===== config.mk =====
export PLATFORM = sky130hd
export DESIGN_NAME = signal_freq_meter
export DESIGN_NICKNAME = d
export VERILOG_FILES = /design/src/rtl/signal_freq_meter.sv
export SDC_FILE = /design/constraint.sdc
export NUM_CORES = 1
export LEC_CHECK = 0
export CORE_ASPECT_RATIO = 0.7
export CORE_MARGIN = 1
export CORE_UTILIZATION = 40
export CTS_BUF_LIST = sky130_fd_sc_hd__clkbuf_16
export DETAILED_ROUTE_END_ITERATION = 8
export GPL_ROUTABILITY_DRIVEN = 0
export GPL_TIMING_DRIVEN = 0
export HOLD_SLACK_MARGIN = 0.1
export SYNTH_ARGS = -nofsm -noshare
export SYNTH_HDL_FRONTEND = slang
export SYNTH_SLANG_ARGS = --single-unit

===== constraint.sdc =====
create_clock -name twentyFive_mhz_clk -period 3.9 [get_ports twentyFive_mhz_clk]
set_clock_uncertainty 0.2 [all_clocks]
set_input_delay 0.585 -clock twentyFive_mhz_clk [delete_from_list [all_inputs] [get_ports twentyFive_mhz_clk]]
set_output_delay 0.585 -clock twentyFive_mhz_clk [all_outputs]
set_load 0.1 [all_outputs]

===== src/rtl/signal_freq_meter.sv =====
// Gated frequency/period meter: counts synchronized rising edges of sig_in over
// GATE_CYCLES reference cycles and reports the last edge-to-edge period.
`timescale 1ns/1ps
module signal_freq_meter #(
  parameter int unsigned GATE_CYCLES = 25000000,
  parameter int unsigned COUNT_W     = 32,
  parameter int unsigned SYNC_STAGES = 2
) (
  input  logic               twentyFive_mhz_clk,
  input  logic               reset,
  input  logic               sig_in,
  input  logic               start,
  output logic               busy,
  output logic               result_valid,
  input  logic               result_ack,
  output logic [COUNT_W-1:0] freq_count,
  output logic [COUNT_W-1:0] period_count,
  output logic               no_signal,
  output logic               overflow
);

  localparam int unsigned GATE_W = $clog2(GATE_CYCLES + 1);
  localparam logic [COUNT_W-1:0] CNT_MAX = '1;

  typedef enum logic [1:0] {IDLE, MEASURE, DONE} state_t;
  state_t state, state_nxt;

  logic [SYNC_STAGES-1:0] sync_ff;
  logic                   sync_q, sync_prev, sig_edge;

  logic [GATE_W-1:0]  gate_cnt;
  logic [COUNT_W-1:0] edge_cnt, period_cnt, last_period;
  logic               edges_seen, ovf;
  logic [COUNT_W-1:0] edge_cnt_nxt, period_cnt_nxt, last_period_nxt, period_inc;
  logic               ovf_nxt, gate_last;

  assign sync_q    = sync_ff[SYNC_STAGES-1];
  assign sig_edge  = sync_q & ~sync_prev;
  assign gate_last = (gate_cnt == GATE_W'(GATE_CYCLES - 1));

  always_ff @(posedge twentyFive_mhz_clk) begin
    if (reset) begin
      sync_ff   <= '0;
      sync_prev <= 1'b0;
    end else begin
      sync_ff   <= {sync_ff[SYNC_STAGES-2:0], sig_in};
      sync_prev <= sync_q;
    end
  end

  // Next values of the window counters for one MEASURE cycle; also used to
  // capture results on the final gate cycle so an edge there is included.
  always_comb begin
    edge_cnt_nxt    = edge_cnt;
    period_cnt_nxt  = period_cnt;
    last_period_nxt = last_period;
    ovf_nxt         = ovf;
    period_inc      = period_cnt;
    if (period_cnt == CNT_MAX) begin
      ovf_nxt = 1'b1;
    end else begin
      period_inc = period_cnt + 1'b1;
    end
    period_cnt_nxt = period_inc;
    if (sig_edge) begin
      if (edge_cnt == CNT_MAX) begin
        ovf_nxt = 1'b1;
      end else begin
        edge_cnt_nxt = edge_cnt + 1'b1;
      end
      if (edges_seen) begin
        last_period_nxt = period_inc;
      end
      period_cnt_nxt = '0;
    end
  end

  always_ff @(posedge twentyFive_mhz_clk) begin
    if (reset) begin
      state <= IDLE;
    end else begin
      state <= state_nxt;
    end
  end

  always_comb begin
    state_nxt = state;
    case (state)
      IDLE:    if (start) state_nxt = MEASURE;
      MEASURE: if (gate_last) state_nxt = DONE;
      DONE:    if (result_ack) state_nxt = IDLE;
      default: state_nxt = IDLE;
    endcase
  end

  always_comb begin
    busy         = (state != IDLE);
    result_valid = (state == DONE);
  end

  always_ff @(posedge twentyFive_mhz_clk) begin
    if (reset) begin
      gate_cnt     <= '0;
      edge_cnt     <= '0;
      period_cnt   <= '0;
      last_period  <= '0;
      edges_seen   <= 1'b0;
      ovf          <= 1'b0;
      freq_count   <= '0;
      period_count <= '0;
      no_signal    <= 1'b0;
      overflow     <= 1'b0;
    end else begin
      case (state)
        IDLE: begin
          if (start) begin
            gate_cnt     <= '0;
            edge_cnt     <= '0;
            period_cnt   <= '0;
            last_period  <= '0;
            edges_seen   <= 1'b0;
            ovf          <= 1'b0;
            freq_count   <= '0;
            period_count <= '0;
            no_signal    <= 1'b0;
            overflow     <= 1'b0;
          end
        end
        MEASURE: begin
          gate_cnt    <= gate_cnt + 1'b1;
          edge_cnt    <= edge_cnt_nxt;
          period_cnt  <= period_cnt_nxt;
          last_period <= last_period_nxt;
          edges_seen  <= edges_seen | sig_edge;
          ovf         <= ovf_nxt;
          if (gate_last) begin
            freq_count   <= edge_cnt_nxt;
            period_count <= (edge_cnt_nxt >= COUNT_W'(2)) ? last_period_nxt : '0;
            no_signal    <= (edge_cnt_nxt < COUNT_W'(2));
            overflow     <= ovf_nxt;
          end
        end
        default: ;
      endcase
    end
  end

endmodule


==> reports/metrics.csv <==
stage,metric,value,unit
outcome,outcome,finished clean,
detailed_routing,Pre-antenna DRT Iters,5,
global_route,GRT Max-Usage Layer,met1,
global_route,total global routing overflow,0,
synthesis,Post-Syn Nets,1340,
placement,pre-CTS setup slack,-0.206,ns
clock_tree,CTS sink count,194,
global_route,initial antenna violation count,0,
detailed_routing,via count,10300,
sta,RSZ-0062 raised after global routing,no,
sta,fmax,265,MHz
synthesis,syn_area_per_cell,7.59,um^2
clock_tree,H-tree depth,4,
synthesis,register area share after synthesis,0.384,
pwr,Seq pwr share,0.462,
sta,setup ws final,0.121,ns
worst_setup_path,critical path class,reg2reg,
global_route,largest net degree at the start of global routing,21,
global_route,global-route wire length before repair,53200,um
synthesis,Ys Warns,0,
sta,Finish-stage setup viols,0,
floorplanning,Die Y,135,um
placement,DP HPWL,25600,um
clock_tree,clk buf depth,2,
sta,Tightest Pin Transition,0.985,ns
clock_tree,Root Buffer,clkbuf_16,
sta,shortest period the worst path allows,3.78,ns
detailed_routing,drt initial violations,1330,
floorplanning,num ports,73,
detailed_routing,vias per std cell,5.84,
layout,diodes inserted,0,
pwr,Net Sw Frac,0.304,
sta,Final Hold Slack,0.256,ns
hold_path,Hold Crit Class,reg2reg,
layout,Layout Area Growth over Synthesis,17.8,%
sta,final hold vios,0,
synthesis,Mapped Cells,1332,
detailed_routing,DRC errors left,0,
worst_setup_path,"Req. time, crit path",4.03,ns
global_route,M1 GR Usage,0.440,
pwr,Tot Pwr,4.32,mW
global_route,gr usage total,0.272,
sta,setup tns final,0,ns
global_route,met3 usage,0.0910,
pwr,Pint,3.01,mW
worst_setup_path,CP max FO,10,
floorplanning,Initial Utilization,0.409,
synthesis,Cell variety after synth,74,
flow_run,max-cap viol count,0,
layout,nets,1432,
worst_setup_path,Startpoint Class,flip-flop,
floorplanning,Rows,48,
placement,Placed Instances,1729,
worst_setup_path,CP endpoint kind,flip-flop,
synthesis,post-synth top area share,0.384,
pwr,Max VDD drop,0.298,mV
global_route,vias in the first global route,8850,
clock_tree,"Clk Latency, worst-skew pair",0.46,ns
sta,Slew Limit Headroom,0.327,
layout,layout cell share with drive strength beyond 1,0.0779,
worst_setup_path,Worst R2R Path Depth,10,
clock_tree,clock-pin slew on the worst setup and hold paths,0.08,ns
pwr,combinational power share,0.107,
floorplanning,overall die area,0.0259,mm^2
pwr,switching power,1.31,mW
floorplanning,Die W,192,um
sta,Max Slew Vio Count,0,
floorplanning,core box area,0.0247,mm^2
synthesis,#FFs+latches synth,194,
detailed_routing,wire per inst,19.9,um
pwr,Pwr Density,363,mW/mm^2
clock_tree,cts hold-fix bufs,0,
clock_tree,CTS Buf Count,17,
hold_path,hold depth,2,
pwr,Lkg Pwr,3.93,nW
detailed_routing,Routed WL,35100,um
detailed_routing,Final ANT Viol Nets,0,
pwr,Clk network pwr share,0.431,
synthesis,Area contributors post-synth,"dfxtp_1 38%, a21oi_1 7.9%, nor2_1 7.2%",
sta,final worst path period share,0.969,
synthesis,Synth Cell Area,0.0101,mm^2
layout,fin cells,1762,
synthesis,Async SR Flop Fraction,0,
clock_tree,CTS tree,yes,
worst_setup_path,WP data arrival,3.91,ns
synthesis,number of synthesized flops with an enable pin,0,
synthesis,leading area contributor after synthesis,dfxtp_1,
global_route,M2 GR Usage,0.327,
placement,# port buffers,72,
synthesis,Synth Flop Type,dfxtp_1,
## placed cells by master (no fill, tap or decap), types with 13 or more instances in the layout
cell / instances
and4_1: 18
nor3_1: 39
xnor2_1: 26
xor2_1: 37
a21oi_1: 160
and3_1: 19
o21ai_2: 27
nand3_1: 36
a22oi_1: 26
buf_2: 13
dfxtp_1: 194
clkdlybuf4s50_1: 72
nor2_1: 192
clkbuf_16: 17
nor4_1: 16
clkbuf_1: 77
nand4_1: 31
o21ai_0: 77
nand2_1: 176
or3_1: 16
## power groups by stage
stage                     Clock, mW  Sequential (mW)  Combinational (mW)
after global placement            0             2.04               0.446
after global routing           1.96             2.00               0.494
after detailed placement          0             2.04               0.446
after CTS                      1.87             1.99               0.450
final                          1.86             1.99               0.463
after floorplan                   0             2.05               0.270
## cell usage after synthesis (3+ instances only)
| cell | number |
|---|---|
| nor2_1 | 193 |
| nand4_1 | 31 |
| and3_1 | 19 |
| nor3_1 | 40 |
| inv_1 | 6 |
| dfxtp_1 | 194 |
| a311oi_1 | 9 |
| o211ai_1 | 3 |
| nand3b_1 | 3 |
| or3_1 | 16 |
| a31oi_1 | 8 |
| nor2b_1 | 7 |
| and2_1 | 10 |
| a22oi_1 | 26 |
| or2_2 | 3 |
| clkbuf_1 | 79 |
| xor2_1 | 37 |
| a21oi_1 | 160 |
| xnor2_1 | 26 |
| o21ai_0 | 77 |
| nor4b_1 | 3 |
| buf_2 | 13 |
| nor4_1 | 16 |
| nand2_1 | 176 |
| and4_1 | 18 |
| buf_1 | 3 |
| or4_1 | 4 |
| o21ai_2 | 27 |
| nand2b_1 | 4 |
| o21a_1 | 3 |
| nand4b_1 | 4 |
| a211oi_1 | 9 |
| nand3_1 | 36 |
| buf_6 | 7 |
| o31ai_2 | 4 |
| o31ai_1 | 6 |
| ha_1 | 3 |
## worst max-delay path, cell delays in order, from the launching register on
cell and delay (ns):
dfxtp_1 0.49, and4_1 0.40, nand4_1 0.23, a31oi_1 0.65, nand2_1 0.29, a221oi_2 0.37, nand4b_1 0.25, nor4_4 0.31
buf_4 0.20, buf_6 0.18, o31ai_2 0.07
## final cells by class
class	count	area, um^2
repair buffers	74	736
fillers	2472	12800
well taps	325	407
flip-flops and latches	194	3880
plain buffers	106	495
clock inverters	15	193
clock buffers	17	425
inverters	6	22.5
multi-input cells	1025	5750
## final timing paths
path / start / end / slack, ns
min reg2reg: period_count[14] / period_count[14] / 0.26
max: edge_cnt[1] / period_count[24] / 0.12
min: period_count[14] / period_count[14] / 0.26
max reg2reg: edge_cnt[1] / period_count[24] / 0.12
## what timing repair did
action	CTS	global route
pin swaps	1	1
endpoints found under the hold margin	0	0
endpoints found under the setup margin	32	32
buffers inserted	2	0
gates resized for setup	2	5
## sequential cells by signal, summed over array words and instances (netlist names), 2 cells and up
name,flops
period_cnt,32
sync_ff,2
freq_count,32
period_count,32
edge_cnt,32
gate_cnt,25
state,2
last_period,32
## per-stage QoR
step / utilization / instance area (um^2)
floorplan: - / 10100
global placement: 0.454 / 11200
detailed placement: 0.454 / 11200
CTS: 0.480 / 11900
global route: 0.481 / 11900
finish: 0.481 / 11900
## logic make-up (layout without fill, tap and decap cells)
logic type | after synthesis | after routing | synth area share
and+or+nand+nor | 595 | 595 | 0.283
xor gates and xnor gates | 63 | 63 | 0.0546
DFF | 194 | 194 | 0.384
AOI/OAI and AO/OA | 362 | 362 | 0.222
adders and majority gates | 3 | 3 | 0.00371
buffers and inverters | 113 | 218 | 0.0515
muxes | 2 | 2 | 0.00198
## per-layer routing
| metal | up-vias | routed length (um) |
|---|---|---|
| li1 | 4924 | - |
| met1 | 4841 | 18000 |
| met2 | 497 | 12600 |
| met3 | 35 | 3980 |
| met4 | 0 | 472 |
| met5 | - | 0 |
Note: power is estimated with default switching activity, not from simulation.
